**src/rtl/tank_dec_f1.sv**
```systemverilog
// F1 tank decoder: accepts a store-access request, waits for the addressed minor
// cycle to come round, then drives the down/up x in/out decoder gates for one minor cycle.
module tank_dec_f1 #(
    parameter int DIGITS_PER_MINOR = 36,
    parameter int MINORS_PER_MAJOR = 16,
    parameter int TANK_GROUP       = 0
) (
    input  logic       clk,
    input  logic       rst_n,
    input  logic       digit_pulse,
    input  logic       minor_sync,
    input  logic       major_sync,
    input  logic       req_valid,
    output logic       req_ready,
    input  logic       req_write,
    input  logic       req_long,
    input  logic       req_half,
    input  logic [4:0] req_tank,
    input  logic [3:0] req_pos,
    input  logic       abort,
    output logic       f1_down_dec_in,
    output logic       f1_down_dec_out,
    output logic       f1_up_dec_in,
    output logic       f1_up_dec_out,
    output logic       f7_pos,
    output logic       f8_pos,
    output logic       done,
    output logic       hit
);

    localparam int DW = $clog2(DIGITS_PER_MINOR);
    localparam int MW = $clog2(MINORS_PER_MAJOR);
    localparam logic [DW-1:0] DIGIT_MAX = DW'(DIGITS_PER_MINOR - 1);
    localparam logic [DW-1:0] LAST_DOWN = DW'(DIGITS_PER_MINOR / 2 - 1);
    localparam logic [MW-1:0] MINOR_MAX = MW'(MINORS_PER_MAJOR - 1);
    localparam logic [2:0]    GROUP     = 3'(TANK_GROUP);

    typedef enum logic [1:0] {IDLE, WAIT, GATE, DONE} state_t;

    state_t        state_q, state_d;
    logic [DW-1:0] digit_cnt_q, digit_cnt_d;
    logic [MW-1:0] minor_cnt_q, minor_cnt_d;
    logic          hit_q, hit_d;
    logic          write_q, long_q, half_q;
    logic [MW-1:0] pos_q;
    logic          f7_q, f8_q;
    logic [3:0]    gate_q, gate_d;   // {down_in, down_out, up_in, up_out}
    logic          accept, coincide;

    assign accept   = req_valid && (state_q == IDLE);
    assign coincide = minor_sync && (minor_cnt_d == pos_q);

    always_comb begin
        minor_cnt_d = minor_cnt_q;
        if (major_sync)
            minor_cnt_d = '0;
        else if (minor_sync)
            minor_cnt_d = (minor_cnt_q == MINOR_MAX) ? '0 : minor_cnt_q + 1'b1;
    end

    // NOTE: state and datapath registers use non-blocking assignments so every
    // flop samples the pre-edge values computed by the combinational processes.
    always_ff @(posedge clk) begin
        if (!rst_n) begin
            state_q     <= IDLE;
            digit_cnt_q <= '0;
            minor_cnt_q <= '0;
            hit_q       <= 1'b0;
            write_q     <= 1'b0;
            long_q      <= 1'b0;
            half_q      <= 1'b0;
            pos_q       <= '0;
            f7_q        <= 1'b0;
            f8_q        <= 1'b0;
            gate_q      <= '0;
        end else begin
            state_q     <= state_d;
            digit_cnt_q <= digit_cnt_d;
            minor_cnt_q <= minor_cnt_d;
            hit_q       <= hit_d;
            gate_q      <= gate_d;
            if (accept) begin
                write_q <= req_write;
                long_q  <= req_long;
                half_q  <= req_half;
                pos_q   <= req_pos;
                f7_q    <= req_tank[0];
                f8_q    <= req_tank[1];
            end
        end
    end

    // NOTE: every variable gets a default at the top of the comb block so no
    // path leaves it unassigned and no latch is inferred.
    always_comb begin
        state_d     = state_q;
        digit_cnt_d = digit_cnt_q;
        hit_d       = hit_q;
        case (state_q)
            IDLE: begin
                if (accept) begin
                    hit_d   = 1'b0;
                    state_d = (req_tank[4:2] == GROUP) ? WAIT : DONE;
                end
            end
            WAIT: begin
                if (abort) begin
                    state_d = DONE;
                end else if (coincide) begin
                    state_d     = GATE;
                    digit_cnt_d = '0;
                end
            end
            GATE: begin
                if (abort) begin
                    state_d = DONE;
                end else if (minor_sync) begin
                    state_d = DONE;
                    hit_d   = 1'b1;
                end else if (digit_pulse && (digit_cnt_q != DIGIT_MAX)) begin
                    digit_cnt_d = digit_cnt_q + 1'b1;
                end
            end
            default: state_d = IDLE;
        endcase
    end

    // Gates are decoded from next state so they change on the same edge as the FSM.
    always_comb begin
        logic in_gate, down_sel, up_sel;
        in_gate  = (state_d == GATE);
        down_sel = in_gate && (digit_cnt_d <= LAST_DOWN) && (long_q || !half_q);
        up_sel   = in_gate && (digit_cnt_d >  LAST_DOWN) && (long_q ||  half_q);
        gate_d   = {down_sel && write_q, down_sel && !write_q,
                    up_sel && write_q,   up_sel && !write_q};
        req_ready = (state_q == IDLE);
        done      = (state_q == DONE);
        hit       = (state_q == DONE) && hit_q;
    end

    assign {f1_down_dec_in, f1_down_dec_out, f1_up_dec_in, f1_up_dec_out} = gate_q;
    assign f7_pos = f7_q;
    assign f8_pos = f8_q;

endmodule

```
**config.mk**
```make
export PLATFORM = sky130hd
export DESIGN_NAME = tank_dec_f1
export DESIGN_NICKNAME = d
export VERILOG_FILES = /design/src/rtl/tank_dec_f1.sv
export SDC_FILE = /design/constraint.sdc
export NUM_CORES = 1
export LEC_CHECK = 0
export BUFFER_PORTS_ARGS = -buffer_cell sky130_fd_sc_hd__buf_4
export CAP_MARGIN = 0
export CELL_PAD_IN_SITES_DETAIL_PLACEMENT = 1
export CELL_PAD_IN_SITES_GLOBAL_PLACEMENT = 1
export CORE_AREA = 2 2 65 67
export DETAILED_ROUTE_END_ITERATION = 8
export DIE_AREA = 0 0 67 69
export PLACE_DENSITY_LB_ADDON = 0.1
export SLEW_MARGIN = 20
export SYNTH_ARGS = -nofsm -noshare
export SYNTH_HDL_FRONTEND = slang
export SYNTH_SLANG_ARGS = --single-unit
```
**constraint.sdc**
```tcl
create_clock -name clk -period 3.9 [get_ports clk]
set_input_delay 0.195 -clock clk [delete_from_list [all_inputs] [get_ports clk]]
set_output_delay 0.195 -clock clk [all_outputs]
set_load 0.005 [all_outputs]
```
==> impl_metrics.py <==
metrics = {
    "floorplan": {
        "num_io_pins": 28,
        "die_area_mm2": 0.00462,
        "core_mm2": 0.00391,
        "die_height_um": 69,
        "rows": 23,
        "die_w_um": 67,
        "initial_core_util_pct": 38.7,
    },
    "clocking": {
        "clkSlewWorstSetupHoldPaths_ns": 0.10,
        "postCtsHoldBufs": 0,
        "cts_resized": 0,
        "clock_latency_ns": 0.29,
        "cts.htree.levels": 1,
        "clockBufferDepth": 2,
        "post_cts_buffers": 0,
        "cts_made_buffers": 3,
        "cts.sinks": 26,
        "cts_tree": "yes",
        "cts_root_buf": "clkbuf_8",
    },
    "sta": {
        "grt_setup_unrepaired": "no",
        "max_freq_mhz": 364,
        "finalHoldViolCount": 0,
        "fin_skew_ns": 0.00543,
        "setup_violations": 0,
        "min_period_ns": 2.75,
        "setup_tns_ns": 0,
        "relSlewSlack_pct": 68.0,
        "worst_pin_slew_ns": 0.467,
        "slew_violations": 0,
        "post-route-period-util_pct": 70.5,
    },
    "final_layout": {
        "drive_above_1_share_pct": 17.8,
        "finalNetCount": 234,
        "n_antenna_cell": 0,
        "synthToLayoutAreaGrowth_pct": 20.7,
        "postLayoutCellArea_mm2": 0.00183,
        "most-common-layout-cells": "buf_4 (27), dfxtp_1 (26), nand2_1 (25)",
        "final_cell_count_no_fill": 258,
        "layout_commonest_cell": "buf_4",
    },
    "synthesis": {
        "yosysTopAreaCell": "dfxtp_1",
        "avgSynthCellArea_um2": 8.38,
        "synth-main-ff-cell": "dfxtp_1",
        "synth_top_area_share_pct": 34.3,
        "ys_warn_count": 0,
        "synth_edf_count": 0,
        "synth_fp_nets": 206,
        "synth_top_family_by_area": "simple AND/OR/NAND/NOR gates",
        "synthTopCellsByArea": "dfxtp_1 (34%), nand2_1 (6.2%), ha_1 (5.0%)",
        "ys_ff_latch": 26,
        "synth_compound_area_share_pct": 24.3,
        "synth_mux_area_share_pct": 4.95,
        "synth_fa_ha_area_share_pct": 4.95,
        "syn_area_mm2": 0.00152,
        "ys_seq_area_share_pct": 34.3,
        "synthXorXnorAreaFrac_pct": 1.16,
        "async_flop_share_pct": 0,
        "synthDistinctLibCells": 46,
        "synth_simple_gate_area_share_pct": 26.6,
        "synth_cells": 181,
    },
    "placement": {
        "gp_congestion": 0.893,
        "hpwl_um": 3120,
        "portBuffers": 27,
        "placed_area_mm2": 0.00176,
        "placed_cells": 254,
    },
    "worst_setup_path": {
        "cp.required_ns": 4.11,
        "path_max_fanout": 7,
        "r2r_slack_ns": 1.15,
        "crit_path_start_kind": "register",
        "worstPathArrival_ns": 2.96,
        "endpoint_kind": "register",
        "path_class": "register to register",
    },
    "global_route": {
        "grt_pass1_wl_um": 6800,
        "overflow": 0,
        "grt_util_all_layers_pct": 18.9,
        "grt_max_degree": 20,
        "antenna_found_initial": 0,
        "grt_pass1_vias": 1441,
    },
    "power": {
        "ir_drop_mv": 0.183,
        "pwr-share-seq_pct": 36.1,
        "power_per_cell_area_mw_per_mm2": 513,
        "internal_power_mw": 0.581,
        "pwr-share-clk_pct": 24.9,
        "switching_share_pct": 38.1,
        "leakagePower_nw": 0.715,
        "switching_power_mw": 0.358,
        "share_comb_of_total_power_pct": 39.0,
    },
    "detailed_routing": {
        "via_per_inst": 5.43,
        "vias": 1402,
        "wire_per_inst_um": 15.6,
        "antenna_left": 0,
        "drt-total-wl_um": 4020,
        "drcViolationCount": 0,
        "first_pass_iters": 4,
        "drt-initial-drc-count": 43,
    },
    "flow_run": {
        "drv_cap": 0,
    },
    "status": {
        "run_status": "finished, final reports clean",
    },
    "min_path": {
        "hold_path.class": "input pin to register",
    },
}
==> critical path: stages (launching register included) <==
cell       delay [ns]
dfxtp_1          0.42
ha_1             0.32
a41oi_1          0.23
and4b_1          0.27
a2111oi_4        0.24
nand4b_1         0.24
a2111oi_0        0.52
o21ai_1          0.20
nor3_1           0.22
==> layer usage <==
| layer | GRT usage (%) | wire, µm |
|---|---|---|
| met4 | 7.94 | 90 |
| met5 | 0 | 0 |
| met3 | 2.61 | 94 |
| met1 | 22.5 | 1720 |
| met2 | 33.1 | 2110 |
==> synthesized netlist by cell type (all sizes together), types with 2 or more instances <==
cell type	instances
a2111oi	2
a211oi	5
a21boi	9
a21o	2
a21oi	10
a31oi	3
and2	4
clkbuf	3
dfxtp	26
ha	6
inv	9
mux2i	6
nand2	25
nand2b	5
nand3	4
nand4	3
nor2	15
nor2b	6
nor3	6
o2111a	2
o21ai	9
==> worst paths after layout <==
check	start	end	cells after the start
setup / recovery	minor_cnt_q[0]	gate_q[3]	8
hold / removal	req_pos[0]	pos_q[0]	3
setup reg to reg	minor_cnt_q[0]	gate_q[3]	8
hold reg to reg	f7_pos	f7_pos	2
==> state kept, by name, indices dropped and copies added, names as in the netlist <==
signal / cells
digit_cnt_q: 6
gate_q: 4
half_q: 1
long_q: 1
write_q: 1
hit_q: 1
f8_pos: 1
minor_cnt_q: 4
f7_pos: 1
pos_q: 4
state_q: 2
==> metrics by stage <==
step	total power [mW]	worst slack (ns)	hold WS (ns)	utilization (%)
4_1_cts	0.952	1.16	0.152	46.8
2_1_floorplan	0.588	1.66	0.340	-
6_report	0.939	1.15	0.153	46.8
3_3_place_gp	0.699	1.45	0.451	44.9
3_5_place_dp	0.718	1.20	0.465	44.9
5_1_grt	1.01	0.773	0.168	46.8
==> power by group through the flow <==
stage	registers, mW	clock network (mW)	logic (mW)
after global routing	0.347	0.249	0.419
after floorplan	0.335	0	0.253
final	0.339	0.234	0.366
after CTS	0.340	0.238	0.374
after global placement	0.343	0	0.356
after detailed placement	0.346	0	0.371
==> cells by family after synthesis <==
| logic type | count (synthesis) |
|---|---|
| adder cells (fa/ha/maj) | 6 |
| XOR/XNOR | 2 |
| multiplexers | 7 |
| flip-flops | 26 |
| AND/OR/NAND/NOR | 76 |
| AO/OA/AOI/OAI | 51 |
| buffers and inverters | 13 |
==> area by class of cell <==
cell class | count | area, µm²
repair buffers | 27 | 203
clock inverters | 1 | 30.0
flip-flops and latches | 26 | 520
inverters | 9 | 33.8
multi-input cells | 142 | 940
well taps | 50 | 62.6
fillers | 486 | 2080
clock buffers | 3 | 41.3
Note: power is estimated with default switching activity, not from simulation.
